--- src/rtl/puertas_pkg.sv ---
// Shared types and encodings for the elevator door controller.
// State enum plus the command, status and actuator codes used by the algorithm block.
package puertas_pkg;

  typedef enum logic [2:0] {
    CERRADA  = 3'd0,
    ABRIENDO = 3'd1,
    ABIERTA  = 3'd2,
    CERRANDO = 3'd3,
    FALLA    = 3'd4
  } estado_t;

  // Command codes on orden; 2'b11 is reserved and behaves as ORD_NADA.
  localparam logic [1:0] ORD_NADA   = 2'b00;
  localparam logic [1:0] ORD_ABRIR  = 2'b01;
  localparam logic [1:0] ORD_CERRAR = 2'b10;

  // Status codes returned on estado_puertas.
  localparam logic [1:0] EP_CERRADA  = 2'b00;
  localparam logic [1:0] EP_ABRIENDO = 2'b01;
  localparam logic [1:0] EP_ABIERTA  = 2'b10;
  localparam logic [1:0] EP_CERRANDO = 2'b11;

  // Door motor commands.
  localparam logic [1:0] ACT_PARO   = 2'b00;
  localparam logic [1:0] ACT_ABRIR  = 2'b01;
  localparam logic [1:0] ACT_CERRAR = 2'b10;

  // FALLA reports as closing so the algorithm never treats a faulted door as usable.
  function automatic logic [1:0] codigo_estado(estado_t e);
    logic [1:0] c;
    c = EP_CERRANDO;
    unique case (e)
      CERRADA:  c = EP_CERRADA;
      ABRIENDO: c = EP_ABRIENDO;
      ABIERTA:  c = EP_ABIERTA;
      CERRANDO: c = EP_CERRANDO;
      default:  c = EP_CERRANDO;
    endcase
    return c;
  endfunction

  function automatic logic [1:0] codigo_actuador(estado_t e);
    logic [1:0] c;
    c = ACT_PARO;
    unique case (e)
      ABRIENDO: c = ACT_ABRIR;
      CERRANDO: c = ACT_CERRAR;
      default:  c = ACT_PARO;
    endcase
    return c;
  endfunction

endpackage

--- src/rtl/temporizador.sv ---
// Loadable saturating up/down counter with a terminal flag.
// terminal is MAX when counting up and zero when counting down.
module temporizador #(
  parameter int unsigned MAX = 16
) (
  input  logic                         clock,
  input  logic                         reset,
  input  logic                         carga,
  input  logic [$clog2(MAX + 1)-1:0]   valor,
  input  logic                         habilitar,
  input  logic                         subir,
  output logic                         terminal
);

  localparam int unsigned W = $clog2(MAX + 1);
  localparam logic [W-1:0] TOPE = W'(MAX);

  logic [W-1:0] cuenta_q, cuenta_d;

  always_comb begin
    cuenta_d = cuenta_q;
    if (carga) begin
      cuenta_d = valor;
    end else if (habilitar) begin
      if (subir) begin
        if (cuenta_q != TOPE) cuenta_d = cuenta_q + W'(1);
      end else begin
        if (cuenta_q != '0) cuenta_d = cuenta_q - W'(1);
      end
    end
  end

  always_ff @(posedge clock or posedge reset) begin
    if (reset) cuenta_q <= '0;
    else       cuenta_q <= cuenta_d;
  end

  assign terminal = subir ? (cuenta_q == TOPE) : (cuenta_q == '0);

endmodule

--- src/rtl/controlador_puertas.sv ---
// Door-side controller: turns the algorithm's door command into actuator drive,
// reports door status and raises the closed-and-locked interlock, obstruction and fault flags.
module controlador_puertas
  import puertas_pkg::*;
#(
  parameter int unsigned T_ABIERTA       = 16,
  parameter int unsigned T_MAX_MOV       = 64,
  parameter int unsigned MAX_REAPERTURAS = 3
) (
  input  logic       clock,
  input  logic       reset,
  input  logic [1:0] orden,
  input  logic       detenido,
  input  logic [1:0] boton_puertas,
  input  logic       sensor_puertas,
  input  logic       fin_abierta,
  input  logic       fin_cerrada,
  output logic [1:0] estado_puertas,
  output logic [1:0] actuador,
  output logic       cerrada,
  output logic       obstruccion,
  output logic       alarma
);

  localparam int unsigned W_AB   = $clog2(T_ABIERTA + 1);
  localparam int unsigned W_MOV  = $clog2(T_MAX_MOV + 1);
  localparam int unsigned W_REAP = $clog2(MAX_REAPERTURAS + 1);
  localparam logic [W_REAP-1:0] REAP_MAX = W_REAP'(MAX_REAPERTURAS);

  estado_t estado_q, estado_d;
  logic [W_REAP-1:0] reap_q, reap_d;

  logic apertura, cierre, reabrir;
  logic fin_carrera, fin_espera;
  logic carga_carrera, cuenta_carrera;
  logic carga_espera, cuenta_espera;

  assign apertura = detenido & ((orden == ORD_ABRIR) | boton_puertas[0]);
  assign cierre   = fin_espera | (orden == ORD_CERRAR) | boton_puertas[1];

  always_comb begin
    estado_d = estado_q;
    reabrir  = 1'b0;
    // Both limit switches at once means a broken sensor: trumps everything.
    if ((estado_q != FALLA) && fin_abierta && fin_cerrada) begin
      estado_d = FALLA;
    end else begin
      unique case (estado_q)
        CERRADA: begin
          if (apertura)         estado_d = ABRIENDO;
          else if (!fin_cerrada) estado_d = CERRANDO;
        end
        ABRIENDO: begin
          if (fin_abierta)      estado_d = ABIERTA;
          else if (fin_carrera) estado_d = FALLA;
        end
        ABIERTA: begin
          if (cierre && !sensor_puertas) estado_d = CERRANDO;
        end
        CERRANDO: begin
          if (fin_cerrada) begin
            estado_d = CERRADA;
          end else if (sensor_puertas || apertura) begin
            estado_d = ABRIENDO;
            reabrir  = 1'b1;
          end else if (fin_carrera) begin
            estado_d = FALLA;
          end
        end
        FALLA:   estado_d = FALLA;
        default: estado_d = FALLA;
      endcase
    end
  end

  // Stroke timer restarts from zero on every entry into a moving state.
  always_comb begin
    carga_carrera  = (estado_d != estado_q) && ((estado_d == ABRIENDO) || (estado_d == CERRANDO));
    cuenta_carrera = (estado_q == ABRIENDO) || (estado_q == CERRANDO);
    carga_espera   = (estado_d == ABIERTA) &&
                     ((estado_q != ABIERTA) || sensor_puertas || boton_puertas[0]);
    cuenta_espera  = (estado_q == ABIERTA);
  end

  always_comb begin
    reap_d = reap_q;
    if ((estado_d == CERRADA) && (estado_q != CERRADA)) begin
      reap_d = '0;
    end else if (reabrir && (reap_q != REAP_MAX)) begin
      reap_d = reap_q + W_REAP'(1);
    end
  end

  always_ff @(posedge clock or posedge reset) begin
    if (reset) begin
      estado_q <= CERRANDO;
      reap_q   <= '0;
    end else begin
      estado_q <= estado_d;
      reap_q   <= reap_d;
    end
  end

  temporizador #(
    .MAX (T_MAX_MOV)
  ) u_carrera (
    .clock     (clock),
    .reset     (reset),
    .carga     (carga_carrera),
    .valor     (W_MOV'(0)),
    .habilitar (cuenta_carrera),
    .subir     (1'b1),
    .terminal  (fin_carrera)
  );

  temporizador #(
    .MAX (T_ABIERTA)
  ) u_espera (
    .clock     (clock),
    .reset     (reset),
    .carga     (carga_espera),
    .valor     (W_AB'(T_ABIERTA)),
    .habilitar (cuenta_espera),
    .subir     (1'b0),
    .terminal  (fin_espera)
  );

  always_comb begin
    estado_puertas = codigo_estado(estado_q);
    actuador       = codigo_actuador(estado_q);
    cerrada        = (estado_q == CERRADA);
    alarma         = (estado_q == FALLA);
    obstruccion    = (reap_q == REAP_MAX);
  end

endmodule

--- config.mk ---
export PLATFORM = sky130hd
export DESIGN_NAME = controlador_puertas
export DESIGN_NICKNAME = d
export VERILOG_FILES = /design/src/rtl/puertas_pkg.sv /design/src/rtl/temporizador.sv /design/src/rtl/controlador_puertas.sv
export SDC_FILE = /design/constraint.sdc
export NUM_CORES = 1
export LEC_CHECK = 0
export BUFFER_PORTS_ARGS = -buffer_cell sky130_fd_sc_hd__buf_2
export CAP_MARGIN = 20
export CELL_PAD_IN_SITES_DETAIL_PLACEMENT = 0
export CELL_PAD_IN_SITES_GLOBAL_PLACEMENT = 1
export CORE_ASPECT_RATIO = 0.6
export CORE_MARGIN = 1.5
export CORE_UTILIZATION = 42
export CTS_BUF_LIST = sky130_fd_sc_hd__clkbuf_16
export DETAILED_ROUTE_END_ITERATION = 12
export PLACE_DENSITY_LB_ADDON = 0.1
export SLEW_MARGIN = 20
export SYNTH_ARGS = -nofsm -noshare
export SYNTH_HDL_FRONTEND = slang
export SYNTH_SLANG_ARGS = --single-unit
--- constraint.sdc ---
create_clock -name clock -period 2 [get_ports clock]
set_input_delay 0.2 -clock clock [delete_from_list [all_inputs] [get_ports clock]]
set_output_delay 0.2 -clock clock [all_outputs]
set_load 0.005 [all_outputs]
==> results of run 1 <==
==> synth_stat cells (2+ instances only) <==
master and instances:
a21oi_1 16, ha_1 5, buf_2 2, nand2b_1 3, o21ai_0 4, a22oi_1 2, nor2b_1 2, buf_6 2
xnor2_1 5, and3b_1 2, xor2_1 6, and2_1 3, nand4_1 2, nand2_1 7, dfstp_2 2, nor2_1 13
nand3_1 2, a31oi_2 2, inv_1 9, dfrtp_1 15, nor4b_1 4
==> worst min-delay path by stage <==
stage,start,endpoint,slack [ns],cells after the start
finish,reset,u_carrera.cuenta_q[0],0.04,2
global route,reset,u_espera.cuenta_q[3],0.11,2
CTS,reset,u_carrera.cuenta_q[0],0.07,2
detailed placement,reset,u_carrera.cuenta_q[0],0.34,2
global placement,reset,u_carrera.cuenta_q[0],0.33,2
floorplan,reset,estado_q[2],0.12,1
==> power breakdown <==
group	internal [W]	switching, W
clock network	0.000268	0.000138
registers	0.000409	0.0000645
logic	0.0000996	0.000117
total	0.000777	0.000319
==> timing repair <==
item / 4_1_cts / 5_1_grt
resized for setup: 0 / 1
endpoints found under the setup margin: 0 / 2
hold buffers: 0 / 0
==> cell families (layout without fill, tap and decap cells) <==
family          Yosys count  count (layout)  synth area share
compound gates           33              33            0.1958
xor+xnor                 11              11           0.08471
fa+ha+maj                 5               5           0.05501
buf+inv                  14              35           0.06160
flops                    17              17            0.3762
mux                       1               1          0.008801
simple gates             44              44            0.2178
==> cell type report <==
cell class,count,area (µm²),share of cell area
timing repair buffer,22,125.1,0.09251
multi-input combinational,94,645.6,0.4773
inverter,9,33.78,0.02498
tap,32,40.04,0.02960
sequential,17,427.9,0.3164
clock inverter,1,5.005,0.003700
clock buffer,3,75.07,0.05550
==> stage by stage <==
| stage | util | setup slack, ns | power [W] | area [µm²] |
|---|---|---|---|---|
| detailed placement | 0.4985 | 0.07689 | 0.0006927 | 1266 |
| global placement | 0.4985 | 0.1340 | 0.0006871 | 1266 |
| finish | 0.5325 | 0.1412 | 0.001096 | 1353 |
| global route | 0.5325 | 0.02060 | 0.001177 | 1353 |
| floorplan | - | 0.2177 | 0.0006216 | 1137 |
| CTS | 0.5300 | 0.05694 | 0.001109 | 1346 |
==> per-layer routing <==
metal  up-vias  GRT usage  part of all wire
met5         -          0                 0
met4         0    0.04615            0.0046
met3         2    0.06176             0.097
met2        40     0.2248              0.33
met1       434     0.3294              0.57
li1        484          -                 -
==> state kept, by name, indices dropped and copies added (netlist names) <==
name	cells
reap_q	2
estado_q	3
u_carrera.cuenta_q	7
u_espera.cuenta_q	5
==> summary.txt, run 1 <==
Timing
  – Final setup violation count: 0
  – Setup TNS: 0 ns
  – Slew Viols, Final: 0
  – Hold_ws: 0.03869 ns
  – Final Hold Fails: 0
  – Fmax achieved: 538.0 MHz
  – Setup Skew: 0.001684 ns
  – Max_slew headroom: 0.5525
  – RSZ-0062 raised after global routing: no
  – Final worst-path cycle share: 0.9294
  – Slew @ Worst Pin: 0.6706 ns
  – Minimum clock period after layout: 1.859 ns

Clock tree
  – Clk root buf: clkbuf_16
  – Clock sink total: 17
  – Max Buffers Root-to-Sink: 2
  – Post-CTS setup buffers: 0
  – Cts bufs inserted: 3
  – CTS tree: done
  – Skew-Pair Late Insertion Delay: 0.25 ns
  – H-tree Lvls: 1
  – Clk pin slew, worst setup/hold paths: 0.05 ns

Logic synthesis
  – Synth warn: 0
  – Post-Syn Nets: 140
  – Post-synthesis cell count: 125
  – Synth Register Bits: 17
  – Number of library cell types mapped by synthesis: 38
  – Post-Syn Area per Cell: 9.099 µm²
  – Post-synth ARST share: 1.000
  – Post-synthesis sequential area ratio: 0.3762
  – Ys flop type: dfrtp_1
  – Mapped cell area: 1137 µm²
  – Number of synthesized flops with an enable pin: 0
  – Synth top area share: 0.3300
  – Synth area leaders: dfrtp_1 33%, a21oi_1 7.0%, ha_1 5.5%
  – Area leader, netlist: dfrtp_1

Die
  – Row count: 14
  – Die ar.: 3040 µm²
  – Die width: 70.18 µm
  – Die H: 43.31 µm
  – IO Pins: 17
  – Core area: 2540 µm²
  – Initial Util: 0.4478

Detailed routing
  – Drt pass-1 iters: 4
  – Initial DRC count: 71
  – Routed Antenna Nets: 0
  – Vias per cell: 5.393
  – Final wirelength: 2.620 mm
  – DRC: 0
  – Routed vias: 960
  – DR WL/cell: 14.72 µm

Final layout
  – Fillers: 228
  – Ant diodes: 0
  – Fin cells: 178
  – Commonest non-fill, non-tap cells in the layout: 16 x a21oi_1, 16 x buf_2, 15 x dfrtp_1, 13 x nor2_1, 9 x inv_1
  – Share of post-route cells with drive strength above 1: 0.2260
  – Area Overhead vs Synth: 18.92%
  – Nets: 162

GRT
  – Number of global-route vias before repair: 859
  – First-pass GRT wire length: 4.402 mm
  – Initial antenna violation count: 0
  – Gr usage total: 0.1950
  – Grt total ovfl: 0
  – Largest net degree at the start of global routing: 18

Placement
  – Gpl congestion: 0.7817
  – Port Buf Inserts: 16
  – Post-DP HPWL: 2.099 mm
  – Placed cells: 174

Worst setup path
  – Setup crit end kind: flip-flop
  – Crit path max-delay cell type: dfstp_2
  – CP Max Fanout: 9
  – CP Launch Type: flip-flop
  – Worst EP required: 2.14 ns
  – CP endpoint: u_espera.cuenta_q[4]
  – Reg-to-reg startpoint: estado_q[0]
  – Crit Reg-Reg Endpoint: u_espera.cuenta_q[4]
  – R2r worst-path depth: 5
  – Worst path top cell family by delay: simple AND/OR/NAND/NOR gates
  – CP arrival: 2.00 ns
  – Largest stage delay, worst path: 0.61 ns
  – Kind of critical path: flip-flop to flip-flop
  – Register-to-Register Setup Slack: 0.14 ns
  – WP buf/inv: 0
  – Cell Chain, Critical Path: and4bb_1, nand2b_1, o31ai_2, and3b_1, a21bo_1
  – Crit path from: estado_q[0]
  – Crit path depth: 5

Flow run
  – Max Cap Violations: 0

Power
  – Leak: 0.5985 nW
  – Pwr Density: 810.0 nW/µm²
  – VDD IR-drop max: 329.8 µV

Hold path
  – Worst min-delay path category: primary input to asynchronous set/reset pin

Outcome
  – Status: finished clean
Power figures use the tool's default switching activity.
==> inputs of run 2 (changes only) <==
--- a/config.mk
+++ b/config.mk
@@ -5,17 +5,17 @@
 export SDC_FILE = /design/constraint.sdc
 export NUM_CORES = 1
 export LEC_CHECK = 0
+export ABC_AREA = 1
 export BUFFER_PORTS_ARGS = -buffer_cell sky130_fd_sc_hd__buf_2
 export CAP_MARGIN = 20
 export CELL_PAD_IN_SITES_DETAIL_PLACEMENT = 0
 export CELL_PAD_IN_SITES_GLOBAL_PLACEMENT = 1
 export CORE_ASPECT_RATIO = 0.6
 export CORE_MARGIN = 1.5
-export CORE_UTILIZATION = 42
+export CORE_UTILIZATION = 41
 export CTS_BUF_LIST = sky130_fd_sc_hd__clkbuf_16
 export DETAILED_ROUTE_END_ITERATION = 12
 export PLACE_DENSITY_LB_ADDON = 0.1
-export SLEW_MARGIN = 20
 export SYNTH_ARGS = -nofsm -noshare
 export SYNTH_HDL_FRONTEND = slang
 export SYNTH_SLANG_ARGS = --single-unit
==> summary.txt, run 2 <==
Outcome
  – Status: finished clean

Die
  – Die ar.: 3155 µm²
  – Initial Util: 0.4455
  – Die H: 44.11 µm
  – Core area: 2592 µm²
  – Row count: 14
  – Die width: 71.52 µm
  – IO Pins: 17

Power
  – Pwr Density: 771.4 nW/µm²
  – Leak: 0.6690 nW
  – Total power draw: 0.001045 W
  – VDD IR-drop max: 469.1 µV

Timing
  – Final Hold Fails: 0
  – Slew @ Worst Pin: 0.6209 ns
  – Final worst setup slack: 0.2234 ns
  – Setup TNS: 0 ns
  – Max_slew headroom: 0.5856
  – Fmax achieved: 562.9 MHz
  – Setup Skew: 0.002297 ns
  – Slew Viols, Final: 0
  – Final worst-path cycle share: 0.8883
  – Minimum clock period after layout: 1.777 ns
  – RSZ-0062 raised after global routing: no
  – Final setup violation count: 0

Logic synthesis
  – Area leader, netlist: dfrtp_1
  – Mapped cell area: 1155 µm²
  – Post-Syn Area per Cell: 7.699 µm²
  – Synth top area share: 0.3250
  – Synth Register Bits: 17
  – Number of library cell types mapped by synthesis: 26
  – Post-synth ARST share: 1.000
  – Post-synthesis sequential area ratio: 0.3705
  – Post-Syn Nets: 165
  – Synth area leaders: dfrtp_1 33%, nand2_1 8.5%, inv_1 7.5%
  – Post-synthesis cell count: 150
  – Number of synthesized flops with an enable pin: 0
  – Synth warn: 0
  – Ys flop type: dfrtp_1
  – Count leader, synth: nand2_1
  – Synth top cells by count: 26 x nand2_1, 23 x inv_1, 19 x nor2_1

Final layout
  – Post-layout util: 0.5227
  – Max reg flops: 7
  – Nets: 186
  – Biggest register: u_carrera.cuenta_q
  – Commonest non-fill, non-tap cells in the layout: 26 x nand2_1, 23 x inv_1, 19 x nor2_1, 16 x buf_2, 15 x dfrtp_1
  – Area Overhead vs Synth: 17.33%
  – Largest registers: u_carrera.cuenta_q: 7 flops, u_espera.cuenta_q: 5 flops, estado_q: 3 flops
  – Most common cell after layout, fill and taps aside: nand2_1
  – Fin cells: 202
  – Share of post-route cells with drive strength above 1: 0.2353
  – Ant diodes: 0

Worst setup path
  – WP buf/inv: 1
  – Kind of critical path: flip-flop to flip-flop
  – Crit path from: u_carrera.cuenta_q[0]
  – R2r worst-path depth: 11
  – Crit Reg-Reg Endpoint: u_espera.cuenta_q[1]
  – Cell Chain, Critical Path: inv_1, ha_1, nand2_1, nand3b_1, nand2_1, nand3_1, nand2_1, nand3_1, nor2_1, nand2_2, o21a_1
  – Crit path max-delay cell type: dfrtp_1
  – CP Max Fanout: 5
  – Setup crit end kind: flip-flop
  – Reg-to-reg startpoint: u_carrera.cuenta_q[0]
  – Largest stage delay, worst path: 0.40 ns
  – CP arrival: 1.91 ns
  – Worst EP required: 2.13 ns
  – Critical path's most frequent cell: nand2_1
  – Worst path top cell family by delay: simple AND/OR/NAND/NOR gates
  – CP Launch Type: flip-flop
  – Register-to-Register Setup Slack: 0.22 ns

Clock tree
  – Cts bufs inserted: 3
  – Hold-fix buffers, CTS: 0
  – Clk pin slew, worst setup/hold paths: 0.05 ns
  – CTS tree: done
  – # resized after CTS: 0
  – Post-CTS setup buffers: 0
  – H-tree Lvls: 1
  – Max Buffers Root-to-Sink: 2
  – Clk root buf: clkbuf_16
  – Skew-Pair Late Insertion Delay: 0.24 ns
  – Clock sink total: 17

Placement
  – Post-DP HPWL: 1.980 mm
  – Port Buf Inserts: 16
  – Placed cells: 198
  – Dpl ws: 0.2249 ns
  – Gpl congestion: 0.8094

Detailed routing
  – Routed Antenna Nets: 0
  – DR WL/cell: 11.87 µm
  – Final wirelength: 2.398 mm
  – DRC: 0
  – Vias per cell: 4.792
  – Initial DRC count: 57
  – Drt pass-1 iters: 4
  – Routed vias: 968

GRT
  – Largest net degree at the start of global routing: 18
  – First-pass GRT wire length: 4.402 mm
  – Gr usage total: 0.1804
  – Initial antenna violation count: 0
  – Number of global-route vias before repair: 992
  – Grt total ovfl: 0

Hold path
  – Worst min-delay path category: primary input to asynchronous set/reset pin

Flow run
  – Max Cap Violations: 0
[run 2: cell type report]
class	instances	area (µm²)
clock buffer	3	75.07
clock inverter	1	5.005
fill	262	1237
inverter	25	93.84
multi-input combinational	107	625.6
sequential	17	427.9
tap	32	40.04
timing repair buffer	17	87.58
[run 2: cell families after synthesis]
kind of cell               count (synthesis)  share of synthesized area
xor gates and xnor gates                  10                    0.07584
and+or+nand+nor                           77                     0.3424
buffers and inverters                     26                    0.08776
AOI/OAI and AO/OA                         15                    0.06933
DFF                                       17                     0.3705
adders and majority gates                  5                    0.05417
[run 2: how the worst max path moves through the flow]
| stage | slack, ns | depth (start not counted) | to |
|---|---|---|---|
| 6_report | 0.22 | 11 | u_espera.cuenta_q[1] |
| 5_1_grt | 0.04 | 10 | u_carrera.cuenta_q[5] |
| 4_1_cts | 0.22 | 12 | u_espera.cuenta_q[0] |
| 3_5_place_dp | 0.22 | 12 | u_espera.cuenta_q[0] |
| 3_3_place_gp | 0.28 | 12 | u_espera.cuenta_q[3] |
| 2_1_floorplan | 0.39 | 11 | u_espera.cuenta_q[1] |
[run 2: per-layer routing]
layer | routed length, µm | GRT usage | up-vias | part of all wire
met3 | 87 | 0.04784 | 2 | 0.036
met4 | 6 | 0.02264 | 0 | 0.0025
li1 | - | - | 515 | -
met5 | 0 | 0 | - | 0
met2 | 952 | 0.2654 | 17 | 0.40
met1 | 1352 | 0.2747 | 434 | 0.56
[run 2: metrics by stage]
stage / instance area, µm² / hold WS, ns
after floorplan: 1155 / 0.1246
after global placement: 1275 / 0.3012
after detailed placement: 1275 / 0.3187
after CTS: 1355 / 0.05713
after global routing: 1355 / 0.08363
final: 1355 / 0.03090
[run 2: where the power goes]
| group | internal, W | switching [W] | total (W) |
|---|---|---|---|
| combinational | 0.0000809 | 0.000110 | 0.000191 |
| clock | 0.000267 | 0.000121 | 0.000387 |
| sequential | 0.000406 | 0.0000609 | 0.000467 |
| total | 0.000753 | 0.000292 | 0.00105 |
==> inputs of run 3 (changes only) <==
--- a/config.mk
+++ b/config.mk
@@ -13,7 +13,6 @@
 export CORE_ASPECT_RATIO = 0.6
 export CORE_MARGIN = 1.5
 export CORE_UTILIZATION = 41
-export CTS_BUF_LIST = sky130_fd_sc_hd__clkbuf_16
 export DETAILED_ROUTE_END_ITERATION = 12
 export PLACE_DENSITY_LB_ADDON = 0.1
 export SYNTH_ARGS = -nofsm -noshare
==> summary.txt, run 3 (synthesis gave the netlist of run 2 again) <==
Placement
  – Gpl congestion: 0.8094
  – Port Buf Inserts: 16
  – Post-DP HPWL: 1.980 mm
  – Placed cells: 198
  – Placed cell area: 1275 µm²

Timing
  – Setup TNS: 0 ns
  – RSZ-0062 raised after global routing: no
  – Final setup violation count: 0
  – Max_slew headroom: 0.5890
  – Final Hold Fails: 0
  – Slew @ Worst Pin: 0.6158 ns
  – Hold_ws: 0.02151 ns
  – Final worst-path cycle share: 0.8885
  – Setup Skew: 0.001386 ns
  – Minimum clock period after layout: 1.777 ns
  – Slew Viols, Final: 0
  – Fmax achieved: 562.7 MHz

GRT
  – Initial antenna violation count: 0
  – First-pass GRT wire length: 4.374 mm
  – Grt total ovfl: 0
  – Number of global-route vias before repair: 992
  – Gr usage total: 0.1799
  – Largest net degree at the start of global routing: 18

Detailed routing
  – Routed Antenna Nets: 0
  – Final wirelength: 2.379 mm
  – DR WL/cell: 11.78 µm
  – Vias per cell: 4.837
  – Initial DRC count: 55
  – DRC: 0
  – Routed vias: 977
  – Drt pass-1 iters: 4

Final layout
  – Most common cell after layout, fill and taps aside: nand2_1
  – Fillers: 267
  – Share of post-route cells with drive strength above 1: 0.2353
  – Biggest register: u_carrera.cuenta_q
  – Ant diodes: 0
  – Max reg flops: 7
  – Post-layout util: 0.5097
  – Design Area, Final: 1321 µm²
  – Nets: 186
  – Commonest non-fill, non-tap cells in the layout: 26 x nand2_1, 23 x inv_1, 19 x nor2_1, 16 x buf_2, 15 x dfrtp_1
  – Area Overhead vs Synth: 14.41%
  – Largest registers: u_carrera.cuenta_q: 7 flops, u_espera.cuenta_q: 5 flops, estado_q: 3 flops
  – Fin cells: 202

Flow run
  – Max Cap Violations: 0

Die
  – Core area: 2592 µm²
  – Die ar.: 3155 µm²
  – Die H: 44.11 µm
  – IO Pins: 17
  – Row count: 14
  – Initial Util: 0.4455
  – Die width: 71.52 µm

Clock tree
  – Clk pin slew, worst setup/hold paths: 0.06 ns
  – Clk root buf: clkbuf_8
  – Post-CTS setup buffers: 0
  – Max Buffers Root-to-Sink: 2
  – Skew-Pair Late Insertion Delay: 0.25 ns
  – H-tree Lvls: 1
  – # resized after CTS: 0
  – Hold-fix buffers, CTS: 0
  – CTS tree: done
  – Clock sink total: 17
  – Cts bufs inserted: 3

Power
  – Leak: 0.6536 nW
  – Pwr Density: 685.5 nW/µm²
  – VDD IR-drop max: 467.0 µV

Worst setup path
  – Worst EP required: 2.14 ns
  – Kind of critical path: flip-flop to flip-flop
  – CP Max Fanout: 5
  – CP Launch Type: flip-flop
  – Setup crit end kind: flip-flop
  – CP arrival: 1.92 ns

Hold path
  – Worst min-delay path category: primary input to asynchronous set/reset pin

Outcome
  – Status: finished clean
## run 3: cell count changes in the layout (fill, tap and decap cells not counted)
cell,change
clkbuf_16,-3
clkbuf_8,+3
## run 3: final cells by class
| cell class | instances | area (µm²) | share of cell area |
|---|---|---|---|
| Clock buffer | 3 | 41.29 | 0.03125 |
| Multi-Input combinational cell | 107 | 625.6 | 0.4735 |
| Sequential cell | 17 | 427.9 | 0.3239 |
| Clock inverter | 1 | 5.005 | 0.003788 |
| Inverter | 25 | 93.84 | 0.07102 |
| Timing Repair Buffer | 17 | 87.58 | 0.06629 |
| Tap cell | 32 | 40.04 | 0.03030 |
## run 3: worst paths after layout
check	from	to	slack, ns	cells past startpoint
worst max-delay path	u_carrera.cuenta_q[0]	u_espera.cuenta_q[1]	0.22	11
worst min-delay path	reset	u_carrera.cuenta_q[3]	0.02	2
worst max register to register	u_carrera.cuenta_q[0]	u_espera.cuenta_q[1]	0.22	11
worst min register to register	u_espera.cuenta_q[4]	u_espera.cuenta_q[4]	0.51	2
max in group asynchronous	reset	u_carrera.cuenta_q[1]	1.58	2
min in group clock	fin_abierta	estado_q[1]	0.34	4
## run 3: layer usage
layer,global-route usage,vias to the layer above,share of wire
li1,-,514,-
met1,0.2747,435,0.54
met2,0.2636,26,0.39
met3,0.04784,2,0.061
met4,0.02264,0,0.0025
met5,0,-,0
## run 3: power breakdown
part | switching (W) | leakage (nW) | internal (W)
Sequential | 0.0000614 | 0.200 | 0.000405
Clock | 0.000110 | 0.0255 | 0.000138
Combinational | 0.000110 | 0.428 | 0.0000809
Total | 0.000282 | 0.654 | 0.000624
## run 3: through the flow
stage	setup WS, ns	power (W)
after detailed placement	0.2249	0.0006633
final	0.2229	0.0009058
after global placement	0.2809	0.0006520
after CTS	0.2145	0.0009148
after global routing	0.03831	0.0009816
after floorplan	0.3855	0.0006063
## run 3: critical path: stages (launching register included)
cell and delay (ns):
dfrtp_1 0.40, inv_1 0.10, ha_1 0.15, nand2_1 0.04, nand3b_1 0.23, nand2_1 0.11
nand3_1 0.08, nand2_1 0.08, nand3_1 0.06, nor2_1 0.20, nand2_2 0.11, o21a_1 0.11
